`config.mk`:
```
export PLATFORM = sky130hd
export DESIGN_NAME = id_ex_stage
export DESIGN_NICKNAME = d
export VERILOG_FILES = /design/src/rtl/id_ex_stage.sv
export SDC_FILE = /design/constraint.sdc
export NUM_CORES = 1
export LEC_CHECK = 0
export CORE_MARGIN = 4
export CORE_UTILIZATION = 30
export DETAILED_ROUTE_END_ITERATION = 6
export PLACE_DENSITY = 0.73
export RECOVER_POWER = 100
export SYNTH_ARGS = -nofsm -noshare
export SYNTH_HDL_FRONTEND = slang
export SYNTH_SLANG_ARGS = --single-unit
```
`constraint.sdc`:
```
create_clock -name clk -period 4.1 [get_ports clk]
set_input_delay 1.025 -clock clk [delete_from_list [all_inputs] [get_ports clk]]
set_output_delay 1.025 -clock clk [all_outputs]
set_load 0.005 [all_outputs]
```
`src/rtl/id_ex_stage.sv`:
```
// id_ex_stage: ID/EX pipeline register with operand forwarding and hazard stall for the 16-bit MIPS core.
// Build option OPERAND_FWD_EN: forward EX/MEM and MEM/WB results; otherwise stall on every pending RAW.
module id_ex_stage #(
    parameter int DATA_W = 16,
    parameter int REG_AW = 3,
    parameter int CTRL_W = 4
) (
    input  logic              clk,
    input  logic              rst,
    input  logic              id_valid,
    input  logic [REG_AW-1:0] id_rs,
    input  logic [REG_AW-1:0] id_rt,
    input  logic [REG_AW-1:0] id_rd,
    input  logic [DATA_W-1:0] id_rs_data,
    input  logic [DATA_W-1:0] id_rt_data,
    input  logic [DATA_W-1:0] id_imm,
    input  logic              id_use_imm,
    input  logic [CTRL_W-1:0] id_alu_ctrl,
    input  logic              id_mem_read,
    input  logic              id_mem_write,
    input  logic              id_reg_write,
    input  logic              flush,
    input  logic              exm_reg_write,
    input  logic [REG_AW-1:0] exm_rd,
    input  logic [DATA_W-1:0] exm_result,
    input  logic              mwb_reg_write,
    input  logic [REG_AW-1:0] mwb_rd,
    input  logic [DATA_W-1:0] mwb_data,
    output logic              id_stall,
    output logic              ex_valid,
    output logic [DATA_W-1:0] ex_src1,
    output logic [DATA_W-1:0] ex_src2,
    output logic [CTRL_W-1:0] ex_alu_ctrl,
    output logic [DATA_W-1:0] ex_store_data,
    output logic [REG_AW-1:0] ex_rd,
    output logic              ex_mem_read,
    output logic              ex_mem_write,
    output logic              ex_reg_write
);

    logic              valid_q,     valid_d;
    logic [REG_AW-1:0] rs_q,        rs_d;
    logic [REG_AW-1:0] rt_q,        rt_d;
    logic [REG_AW-1:0] rd_q,        rd_d;
    logic [DATA_W-1:0] rs_data_q,   rs_data_d;
    logic [DATA_W-1:0] rt_data_q,   rt_data_d;
    logic [DATA_W-1:0] imm_q,       imm_d;
    logic              use_imm_q,   use_imm_d;
    logic [CTRL_W-1:0] alu_ctrl_q,  alu_ctrl_d;
    logic              mem_read_q,  mem_read_d;
    logic              mem_write_q, mem_write_d;
    logic              reg_write_q, reg_write_d;

    logic              id_uses_rt;
    logic              hit_idex;
    logic              raw_stall;
    logic [DATA_W-1:0] fwd_rs;
    logic [DATA_W-1:0] fwd_rt;

    // True when a write to rd is consumed by the instruction in ID; r0 is never a dependency.
    function automatic logic reads_reg(input logic [REG_AW-1:0] rd,
                                       input logic [REG_AW-1:0] rs,
                                       input logic [REG_AW-1:0] rt,
                                       input logic              uses_rt);
        return (rd != '0) && ((rd == rs) || (uses_rt && (rd == rt)));
    endfunction

    // rt is a real source unless replaced by the immediate; stores still need it as data.
    always_comb begin
        id_uses_rt = !id_use_imm || id_mem_write;
        hit_idex   = valid_q && reg_write_q && reads_reg(rd_q, id_rs, id_rt, id_uses_rt);
`ifdef OPERAND_FWD_EN
        raw_stall  = hit_idex && mem_read_q;
`else
        raw_stall  = hit_idex
                   || (exm_reg_write && reads_reg(exm_rd, id_rs, id_rt, id_uses_rt))
                   || (mwb_reg_write && reads_reg(mwb_rd, id_rs, id_rt, id_uses_rt));
`endif
        id_stall   = id_valid && !flush && raw_stall;
    end

    // Flush, stall and invalid ID all load an all-zero bubble.
    always_comb begin
        valid_d     = 1'b0;
        rs_d        = '0;
        rt_d        = '0;
        rd_d        = '0;
        rs_data_d   = '0;
        rt_data_d   = '0;
        imm_d       = '0;
        use_imm_d   = 1'b0;
        alu_ctrl_d  = '0;
        mem_read_d  = 1'b0;
        mem_write_d = 1'b0;
        reg_write_d = 1'b0;
        if (id_valid && !flush && !id_stall) begin
            valid_d     = 1'b1;
            rs_d        = id_rs;
            rt_d        = id_rt;
            rd_d        = id_rd;
            rs_data_d   = id_rs_data;
            rt_data_d   = id_rt_data;
            imm_d       = id_imm;
            use_imm_d   = id_use_imm;
            alu_ctrl_d  = id_alu_ctrl;
            mem_read_d  = id_mem_read;
            mem_write_d = id_mem_write;
            reg_write_d = id_reg_write;
        end
    end

    always_ff @(posedge clk) begin
        if (rst) begin
            valid_q     <= 1'b0;
            rs_q        <= '0;
            rt_q        <= '0;
            rd_q        <= '0;
            rs_data_q   <= '0;
            rt_data_q   <= '0;
            imm_q       <= '0;
            use_imm_q   <= 1'b0;
            alu_ctrl_q  <= '0;
            mem_read_q  <= 1'b0;
            mem_write_q <= 1'b0;
            reg_write_q <= 1'b0;
        end else begin
            valid_q     <= valid_d;
            rs_q        <= rs_d;
            rt_q        <= rt_d;
            rd_q        <= rd_d;
            rs_data_q   <= rs_data_d;
            rt_data_q   <= rt_data_d;
            imm_q       <= imm_d;
            use_imm_q   <= use_imm_d;
            alu_ctrl_q  <= alu_ctrl_d;
            mem_read_q  <= mem_read_d;
            mem_write_q <= mem_write_d;
            reg_write_q <= reg_write_d;
        end
    end

`ifdef OPERAND_FWD_EN
    // EX/MEM is the younger producer, so it wins over MEM/WB.
    always_comb begin
        fwd_rs = rs_data_q;
        if ((rs_q != '0) && exm_reg_write && (exm_rd == rs_q)) begin
            fwd_rs = exm_result;
        end else if ((rs_q != '0) && mwb_reg_write && (mwb_rd == rs_q)) begin
            fwd_rs = mwb_data;
        end
        fwd_rt = rt_data_q;
        if ((rt_q != '0) && exm_reg_write && (exm_rd == rt_q)) begin
            fwd_rt = exm_result;
        end else if ((rt_q != '0) && mwb_reg_write && (mwb_rd == rt_q)) begin
            fwd_rt = mwb_data;
        end
    end
`else
    // Stalls guarantee the captured register data is already current.
    logic unused_fwd_inputs;
    assign unused_fwd_inputs = ^{exm_result, mwb_data, rs_q, rt_q};

    always_comb begin
        fwd_rs = rs_data_q;
        fwd_rt = rt_data_q;
    end
`endif

    assign ex_valid      = valid_q;
    assign ex_src1       = fwd_rs;
    assign ex_src2       = use_imm_q ? imm_q : fwd_rt;
    assign ex_store_data = fwd_rt;
    assign ex_alu_ctrl   = alu_ctrl_q;
    assign ex_rd         = rd_q;
    assign ex_mem_read   = mem_read_q;
    assign ex_mem_write  = mem_write_q;
    assign ex_reg_write  = reg_write_q;

endmodule
```
==> qor_table.md <==
| Metric | Reported |
|:---|:---|
| Initial core utilization | 31.15% |
| Total area of multi-input combinational cells | 1366 um2 |
| Reg2reg start | ex_rd[0] |
| Data required time at the worst endpoint | 3.07 ns |
| Critical path, cell by cell | clkdlybuf4s50_1 -> xnor2_1 -> nand4_1 -> a21oi_1 -> o31a_1 -> clkdlybuf4s50_1 |
| Cell types with the highest counts after synthesis | sky130_fd_sc_hd__dfxtp_1 (60), sky130_fd_sc_hd__nor4_2 (60), sky130_fd_sc_hd__nand3b_1 (59), sky130_fd_sc_hd__xnor2_1 (18), sky130_fd_sc_hd__clkbuf_1 (13) |
| Area fraction of the dominant cell type after synthesis | 39.09% |
| Number of placed cells counting well taps | 502 |
| Maximum number of pins on one net before global-route repair | 61 |
| Max-cap viol count | 0 |
| Detailed router's first-iteration violation count | 74 |
| Minimum setup slack among reg-to-reg paths | 2.25 ns |
| Via Count | 2,506 |
| Proportion of power drawn by flip-flops and latches | 46.9% |
| Critical path launch point | id_rt[0] |
| Most area-consuming cells after synthesis | sky130_fd_sc_hd__dfxtp_1 (39%), sky130_fd_sc_hd__nor4_2 (24%), sky130_fd_sc_hd__nand3b_1 (14%), sky130_fd_sc_hd__xnor2_1 (5.1%), sky130_fd_sc_hd__buf_6 (4.4%) |
| Mean instance size in the synthesized netlist | 11.73 um2 |
| Standard-cell rows | 36 |
| Type of the worst setup path | in -> out |
| Peak supply drop | 0.0001188 V |
| Power density cells | 303.0 nW/um2 |
| Post-synthesis instance area | 3073 um2 |
| Number of buffers inserted during clock tree synthesis | 9 |
| Combined flip-flop and latch cell area | 1201 um2 |
| Source-to-sink clock delay at the later pin of the worst-skew pair | 0.33 ns |
| Die Footprint | 11,930 um2 |
| Sequential element share of the synthesized area | 39.09% |
| Fraction of power spent switching nets | 24.96% |
| Fin Setup TNS | 0 ns |
| Post-route DRC | 0 |
| Outcome | completed |
| Area of the core region | 9864 um2 |
| Residual antenna-violating net count after detailed routing | 0 |
| Post-Route Hold Slack | 1.134 ns |
| Combinational cell fraction of total power | 16.9% |
| Total number of nets in the final design | 489 |
| Worst relative slew slack | 7.813% |
| Post-route insts no fill | 517 |
| Final weighted congestion in routability-driven placement | 0.7632 |
| Global route overflow | 0 |
| Final critical path time including I/O delays and setup | 3.813 ns |
| H-Tree Depth | 3 |
| Library cell occupying the most area in the post-synthesis netlist | sky130_fd_sc_hd__dfxtp_1 |
| Max Buffers Root-to-Sink | 2 |
| Arrival time reported for the critical path endpoint | 2.79 ns |
| Number of global-route vias before repair | 2,620 |
| Worst-case clock skew | 0.006886 ns |
| Count of final hold-check violations | 0 |
| Share of the cycle needed by the critical path after routing | 93.01% |
| Net switching power of the design | 324.2 uW |
| Endpoint of the lowest-slack register-to-register path | ex_store_data[6] |
| Cell with the most instances on the worst path | sky130_fd_sc_hd__clkdlybuf4s50_1 |
| Total detailed-routing wirelength | 9135 um |
| HP Class | reg -> reg |
| Leakage Power | 0.001644 uW |
| Setup violation total in the final timing report | 0 |
| Number of enable flip-flop cells after synthesis | 0 |
| Library cell contributing the largest single delay on the critical path | sky130_fd_sc_hd__clkdlybuf4s50_1 |
| Max Fclk | 262.2 MHz |
| Total nets after synthesis | 371 |
| Number of hold buffers added after cts | 0 |
| Die H | 109.2 um |
| Fraction of final layout cells with drive strength greater than 1 | 11.20% |
| DIE WIDTH | 109.2 um |
| Clock-pin transition on the worst setup and hold timing paths | 0.07 ns |
| CTS tree | done |
| Synthesis warning total | 0 |
| Critical Path Start Type | input pin |
| WL per Instance | 17.67 um |
| Via-per-instance ratio | 4.847 |
| Flop and latch count out of synthesis | 60 |
| Signed area change from the synthesized netlist to the final layout | 39.50% |
| PostCTS Resize Cnt | 0 |
| Slowest stage delay, CP | 0.57 ns |
| Start point of the worst min-delay path | ex_reg_write |
| RSZ-0062 raised after global routing | false |
| Dominant synthesized flop cell | sky130_fd_sc_hd__dfxtp_1 |
| Clock Root Buffer | sky130_fd_sc_hd__clkbuf_8 |
| Fill cell total of the finished layout | 992 |
| Gate Count Post-Synth | 262 |
| Final number of max-transition violations | 0 |
| I/O pin count | 169 |
| Slew of the pin with the lowest slew margin | 1.383 ns |
| Buffers inserted by post-CTS timing repair | 0 |
| Hpwl dp | 5807 um |
| Number of iterations in the first detailed-routing pass | 3 |
| Post-route total power | 1299 uW |
| Global-route wire length before repair | 14,010 um |
| Sink count of the clock tree | 60 |
| Int Pwr | 974.7 uW |
| Buffers added on ports | 136 |
| Initial antenna violation count | 0 |
| Hold endpoint | ex_rd[2] |
| Diodes inserted | 0 |
| Async set or reset register ratio after synthesis | 0% |
| Nature of the critical path endpoint | primary output |
| Highest fanout seen on the critical path | 3 |
| Distinct cells, synth | 18 |
| Count of cells along the worst register-to-register path | 5 |
| Hold Path Stages | 4 |
| Aggregate global-route resource usage | 15.20% |
| Clock share of power | 36.2% |
==> state kept, by name, summed over array words and instances (netlist names) <==
| register | cells |
|---|---|
| ex_src1 | 16 |
| ex_store_data | 16 |
| imm_q | 16 |
| ex_alu_ctrl | 4 |
| ex_rd | 3 |
| ex_mem_read | 1 |
| ex_mem_write | 1 |
| ex_reg_write | 1 |
| ex_valid | 1 |
| use_imm_q | 1 |
==> worst max-delay path by stage <==
| stage | end | slack [ns] | cells past startpoint |
|---|---|---|---|
| after global routing | id_stall | 0.13 | 6 |
| final | id_stall | 0.29 | 6 |
| after floorplan | id_stall | 1.24 | 4 |
| after detailed placement | id_stall | 0.28 | 6 |
| after global placement | id_stall | 0.30 | 6 |
| after CTS | id_stall | 0.27 | 6 |
==> final cells by class <==
| type | instances | share of cell area [%] |
|---|---|---|
| clock buffers | 13 | 3.707 |
| clock inverters | 2 | 0.2335 |
| multi-input cells | 169 | 31.87 |
| flip-flops and latches | 60 | 28.02 |
| well taps | 133 | 3.882 |
| repair buffers | 140 | 32.28 |
==> stage by stage <==
| stage | worst slack [ns] | utilization [%] | instance area, um2 |
|---|---|---|---|
| finish | 0.2867 | 43.46 | 4287 |
| global placement | 0.3046 | 44.93 | 4432 |
| detailed placement | 0.2842 | 44.93 | 4432 |
| CTS | 0.2747 | 46.64 | 4601 |
| floorplan | 1.236 | - | 3073 |
| global route | 0.1289 | 43.46 | 4287 |
==> cells by family after synthesis <==
| group | Yosys count | share of synthesized area (%) |
|---|---|---|
| AND/OR/NAND/NOR | 128 | 40.72 |
| AO/OA/AOI/OAI | 7 | 1.914 |
| buffers and inverters | 33 | 7.288 |
| multiplexers | 16 | 5.863 |
| flip-flops | 60 | 39.09 |
| XOR/XNOR | 18 | 5.130 |
==> cells in the final DEF (no fill, tap or decap), types with 7 or more instances in the layout <==
| cell type | instances |
|---|---|
| sky130_fd_sc_hd__mux2_2 | 9 |
| sky130_fd_sc_hd__clkbuf_8 | 11 |
| sky130_fd_sc_hd__dlygate4sd3_1 | 58 |
| sky130_fd_sc_hd__nand3b_1 | 59 |
| sky130_fd_sc_hd__dfxtp_1 | 60 |
| sky130_fd_sc_hd__nor4_1 | 48 |
| sky130_fd_sc_hd__mux2_1 | 7 |
| sky130_fd_sc_hd__xnor2_1 | 18 |
| sky130_fd_sc_hd__nor4_2 | 12 |
| sky130_fd_sc_hd__clkdlybuf4s50_1 | 77 |
==> power by group through the flow <==
| stage | combinational, uW | clock [uW] | sequential, uW |
|---|---|---|---|
| global placement | 244 | 0 | 623 |
| floorplan | 122 | 0 | 621 |
| global route | 236 | 518 | 612 |
| CTS | 247 | 490 | 610 |
| detailed placement | 246 | 0 | 623 |
| finish | 219 | 471 | 609 |
==> per-layer routing <==
metal / part of all wire, % / track usage, % / vias to the layer above
met4: 2.4 / 7.658 / 0
met1: 43 / 18.99 / 1187
met3: 7.8 / 4.204 / 16
met2: 47 / 23.95 / 90
met5: 0 / 0 / -
li1: - / - / 1213
==> critical path: cells and delay by family <==
family                    cells  cell delay, ns
and+or+nand+nor               1            0.11
xor gates and xnor gates      1            0.14
AOI/OAI and AO/OA             2            0.43
buffers and inverters         2            1.08
Power figures use the tool's default switching activity.
